[config.mk]
export PLATFORM = sky130hd
export DESIGN_NAME = cmd_parser
export DESIGN_NICKNAME = d
export VERILOG_FILES = /design/src/rtl/cmd_parser.sv
export SDC_FILE = /design/constraint.sdc
export NUM_CORES = 1
export LEC_CHECK = 0
export ABC_AREA = 1
export ABC_CLOCK_PERIOD_IN_PS = 1200
export CAP_MARGIN = 20
export CORE_AREA = 2 2 49 69
export CTS_CLUSTER_SIZE = 14
export DETAILED_ROUTE_END_ITERATION = 12
export DIE_AREA = 0 0 51 71
export GPL_TIMING_DRIVEN = 0
export PLACE_DENSITY = 0.81
export SLEW_MARGIN = 0
export SYNTH_ARGS = -nofsm -noshare
export SYNTH_HDL_FRONTEND = slang
export SYNTH_SLANG_ARGS = --single-unit
[constraint.sdc]
create_clock -name clk -period 1.2 [get_ports clk]
set_input_delay 0.12 -clock clk [delete_from_list [all_inputs] [get_ports clk]]
set_output_delay 0.12 -clock clk [all_outputs]
set_load 0.02 [all_outputs]
[src/rtl/cmd_parser.sv]
// Byte-oriented command parser: decodes read/write commands from a serial front end into register-file accesses.
// Optional WAIT_DATA inter-byte timeout is compiled in when CMD_PARSER_TIMEOUT_EN is defined.
module cmd_parser #(
    parameter int unsigned MAX_ADDR    = 8,
    parameter int unsigned TIMEOUT_CYC = 1000
) (
    input  logic       clk,
    input  logic       rst_n,
    input  logic [7:0] rx_data_i,
    input  logic       rx_valid_i,
    output logic [7:0] addr_o,
    output logic [7:0] data_o,
    output logic       wr_en_o,
    input  logic [7:0] reg_data_i,
    output logic [7:0] tx_data_o,
    output logic       tx_valid_o,
    input  logic       tx_ready_i,
    output logic       err_o
);

    typedef enum logic [2:0] {
        IDLE,
        WAIT_DATA,
        WRITE,
        RD_WAIT,
        RD_RESP
    } state_t;

    state_t     state_q, state_d;
    logic [7:0] addr_q, addr_d;
    logic [7:0] data_q, data_d;
    logic [7:0] tx_data_q, tx_data_d;
    logic       tx_valid_q, tx_valid_d;
    logic       wr_en_q, wr_en_d;
    logic       err_q, err_d;

    logic [31:0] cmd_addr;
    logic        cmd_addr_ok;

    assign cmd_addr    = {25'd0, rx_data_i[6:0]};
    assign cmd_addr_ok = (cmd_addr < MAX_ADDR);

`ifdef CMD_PARSER_TIMEOUT_EN
    localparam int unsigned CNT_W = $clog2(TIMEOUT_CYC + 1);
    localparam logic [CNT_W-1:0] CNT_LAST = CNT_W'(TIMEOUT_CYC - 1);

    logic [CNT_W-1:0] cnt_q, cnt_d;
`endif

    always_comb begin
        state_d    = state_q;
        addr_d     = addr_q;
        data_d     = data_q;
        tx_data_d  = tx_data_q;
        tx_valid_d = tx_valid_q;
        wr_en_d    = 1'b0;
        err_d      = 1'b0;
`ifdef CMD_PARSER_TIMEOUT_EN
        cnt_d      = '0;
`endif

        case (state_q)
            IDLE: begin
                if (rx_valid_i) begin
                    if (cmd_addr_ok) begin
                        addr_d  = {1'b0, rx_data_i[6:0]};
                        state_d = rx_data_i[7] ? WAIT_DATA : RD_WAIT;
                    end else begin
                        err_d = 1'b1;
                    end
                end
            end

            WAIT_DATA: begin
                // A data byte arriving on the limit cycle still wins over the timeout.
                if (rx_valid_i) begin
                    data_d  = rx_data_i;
                    wr_en_d = 1'b1;
                    state_d = WRITE;
                end
`ifdef CMD_PARSER_TIMEOUT_EN
                else if (cnt_q == CNT_LAST) begin
                    err_d   = 1'b1;
                    state_d = IDLE;
                end else begin
                    cnt_d = cnt_q + CNT_W'(1);
                end
`endif
            end

            WRITE: begin
                state_d = IDLE;
                if (rx_valid_i) begin
                    err_d = 1'b1;
                end
            end

            RD_WAIT: begin
                tx_data_d  = reg_data_i;
                tx_valid_d = 1'b1;
                state_d    = RD_RESP;
                if (rx_valid_i) begin
                    err_d = 1'b1;
                end
            end

            RD_RESP: begin
                if (tx_valid_q && tx_ready_i) begin
                    tx_valid_d = 1'b0;
                    state_d    = IDLE;
                end
                if (rx_valid_i) begin
                    err_d = 1'b1;
                end
            end

            default: begin
                state_d = IDLE;
            end
        endcase
    end

    always_ff @(posedge clk or negedge rst_n) begin
        if (!rst_n) begin
            state_q    <= IDLE;
            addr_q     <= 8'h00;
            data_q     <= 8'h00;
            tx_data_q  <= 8'h00;
            tx_valid_q <= 1'b0;
            wr_en_q    <= 1'b0;
            err_q      <= 1'b0;
`ifdef CMD_PARSER_TIMEOUT_EN
            cnt_q      <= '0;
`endif
        end else begin
            state_q    <= state_d;
            addr_q     <= addr_d;
            data_q     <= data_d;
            tx_data_q  <= tx_data_d;
            tx_valid_q <= tx_valid_d;
            wr_en_q    <= wr_en_d;
            err_q      <= err_d;
`ifdef CMD_PARSER_TIMEOUT_EN
            cnt_q      <= cnt_d;
`endif
        end
    end

    assign addr_o     = addr_q;
    assign data_o     = data_q;
    assign wr_en_o    = wr_en_q;
    assign tx_data_o  = tx_data_q;
    assign tx_valid_o = tx_valid_q;
    assign err_o      = err_q;

endmodule

==> impl_metrics.json <==
{
  "cts_buffer_depth": 2,
  "floorplan.initialDensity": 0.4076,
  "status": "complete, no violations",
  "power.density_cell_area_nw_per_um2": 1957,
  "synth_area_leaders": "dfrtp_1 (59%), nand2_1 (14%), o21ai_2 (5.7%), inv_1 (5.2%), nor2_1 (2.7%)",
  "final_cell_mix": "nand2_1 (44), dfrtp_1 (27), dlygate4sd2_1 (26)",
  "first_iter_violations": 28,
  "place_congestion": 0.7376,
  "chipWidth_um": 51,
  "placeableCoreArea_sq_um": 3033,
  "worstPathRequired_ns": 1.41,
  "power.ir.vdd_worst_uv": 1070,
  "regToRegStartpoint": "state_q[1]$_DFFE_PN0P_",
  "dieHeight_um": 71,
  "fmax_achieved_mhz": 875.5,
  "n_antenna_cell": 0,
  "fillCellCount": 277,
  "setup-violations-final": 0,
  "combined_area_of_all_synthesized_cells_sq_um": 1236,
  "drv_slew": 0,
  "cts_max_level": 2,
  "worst_r2r_endpoint": "state_q[0]$_DFFE_PN0P_",
  "cpLargestDelayFamily": "flip-flops",
  "final_antenna_net_count": 0,
  "cts-root-buf": "clkbuf_8",
  "setup_total_negative_slack_ns": 0,
  "cts_tree": "done",
  "hold_path_class": "input port to asynchronous set/reset pin",
  "maximum_fanout_along_the_worst_path": 7,
  "grt_first_pass_wirelength_um": 4533,
  "setup_ws_ns": 0.05779,
  "hold_viol": 0,
  "slew_headroom": 0.6419,
  "wl_um": 2626,
  "number_of_warning_messages_in_the_yosys_log": 0,
  "layout.cells.most_common": "nand2_1",
  "cp-start-kind": "flip-flop",
  "clock_latency_ns": 0.28,
  "drt_pre_antenna_iters": 4,
  "cp.buffers_inverters": 3,
  "cts_buffers": 5,
  "io_pins": 47,
  "crit_type": "flip-flop to flip-flop",
  "finalWorstPathRequiredPeriod_ns": 1.142,
  "worstSetupEndpointType": "flip-flop",
  "synth_fp_nets": 154,
  "number_of_port_buffers": 44,
  "via_count_of_the_first_global_routing_pass": 1040,
  "cp.depth": 7,
  "clkSinkCount": 29,
  "placementRows": 24,
  "leakagePower_nw": 0.9908,
  "r2r.worst_path.cells": 7,
  "antenna_found_initial": 0,
  "cp_slowest_cell": "dfrtp_1",
  "crit_path_max_cell_delay_ns": 0.38,
  "finalCritPeriodShare": 0.9518,
  "postSynthRegisterBits": 29,
  "number_of_drc_violations_after_detailed_routing": 0,
  "post-layout-total-power_mw": 3.693,
  "maximum_capacitance_violations": 0,
  "grt_setup_unrepaired": "true",
  "synth_sequential_area_ratio": 0.5870,
  "syn_area_per_cell_sq_um": 9.225,
  "grt_max_degree": 21,
  "top_area_cell_type_share_of_the_netlist_area": 0.5870,
  "wire_per_inst_um": 11.52,
  "worstMarginPinSlew_ns": 0.5355,
  "critical_path_arrival_ns": 1.36,
  "die_area_sq_um": 3621,
  "path_clk_slew_ns": 0.06,
  "track_usage": 0.1702,
  "synthDominantAreaCellType": "dfrtp_1",
  "post_synth_num_cell_types": 20,
  "vias_per_cell": 4.500,
  "fin_nets": 208,
  "drive_gt1_frac": 0.1905,
  "path_cells": "buf_6 -> inv_1 -> nand2_2 -> nor2_4 -> buf_4 -> nand4_1 -> nand2_1",
  "synth_cells": 134,
  "rrSetupSlack_ns": 0.06,
  "dp_hpwl_um": 2007,
  "clock-skew-final_ns": 0.006698,
  "syn_to_final_growth_pct": 52.63,
  "preCtsSetupSlack_ns": -0.06524,
  "grt-ovfl-total": 0,
  "dr_total_vias": 1026
}
## metrics by stage
| stage | util | hold WS (ns) | instance area [sq um] | cells |
|---|---|---|---|---|
| final | 0.6221 | 0.1886 | 1887 | 228 |
| after global routing | 0.6221 | 0.1926 | 1887 | 228 |
| after CTS | 0.6118 | 0.1775 | 1856 | 228 |
| after detailed placement | 0.5780 | 0.4631 | 1753 | 218 |
| after global placement | 0.5689 | 0.4602 | 1725 | 217 |
| after floorplan | - | -0.1756 | 1236 | 134 |
## state kept, by name (all words and copies together), names as in the netlist
name,count
data_o,8
tx_data_o,8
addr_o,7
state_q,3
err_o,1
tx_valid_o,1
wr_en_o,1
## worst max-delay path by stage
stage | from | to | slack [ns]
5_1_grt | state_q[1]$_DFFE_PN0P_ | data_o[2]$_DFFE_PN0P_ | -0.04
4_1_cts | state_q[2]$_DFFE_PN0P_ | addr_o[0]$_DFFE_PN0P_ | 0.0001
2_1_floorplan | state_q[1]$_DFFE_PN0P_ | addr_o[3]$_DFFE_PN0P_ | 0.11
3_3_place_gp | rst_n | tx_data_o[3]$_DFFE_PN0P_ | -0.40
6_report | state_q[1]$_DFFE_PN0P_ | state_q[0]$_DFFE_PN0P_ | 0.06
3_5_place_dp | rx_data_i[5] | addr_o[6]$_DFFE_PN0P_ | -0.07
## synthesized netlist by cell type
library cell  count
a21oi_1           1
buf_2             2
buf_4             2
clkinv_4          1
conb_1            1
dfrtp_1          29
inv_1            17
inv_2             2
nand2_1          47
nand2_4           1
nand3_1           3
nand3_2           2
nand4_1           4
nor2_1            9
nor2_4            1
nor3_4            1
o211ai_1          1
o21ai_0           1
o21ai_1           1
o21ai_2           8
## repair_timing
action	in CTS	in global routing
endpoints found under the setup margin	42	26
hold buffers	0	0
pin swaps	2	5
gates resized for setup	28	9
setup buffers	2	0
## layout make-up
type,instances,area (sq um),area share
multi-input cells,81,427.9,0.2268
plain buffers,4,31.28,0.01658
repair buffers,47,454.2,0.2407
inverters,20,80.08,0.04244
clock inverters,1,30.03,0.01592
flip-flops and latches,29,728.2,0.3859
well taps,39,48.80,0.02586
clock buffers,7,86.33,0.04576
## power breakdown
part	switching [mW]	total, mW	internal [mW]
clock network	0.347	1.02	0.675
logic	0.728	1.24	0.516
registers	0.161	1.43	1.27
## worst reg2reg max path, stage by stage, from the launching register on
cell     delay (ns)
dfrtp_1        0.38
buf_6          0.14
inv_1          0.06
nand2_2        0.07
nor2_4         0.15
buf_4          0.13
nand4_1        0.08
nand2_1        0.07
## kinds of logic (layout without fill, tap and decap cells)
family,Yosys count,count (layout),synth area share
flops,29,29,0.5870
other cells,1,1,0.003034
compound gates,12,12,0.07489
buf+inv,24,79,0.08502
simple gates,68,68,0.2500
## per-layer routing
metal	GRT usage	wire length, um	vias to the layer above
met1	0.1794	1003	467
met4	0.06306	41	0
met5	0	0	-
li1	-	-	514
met2	0.2944	1387	41
met3	0.07384	194	4
Note: power is estimated with default switching activity, not from simulation.
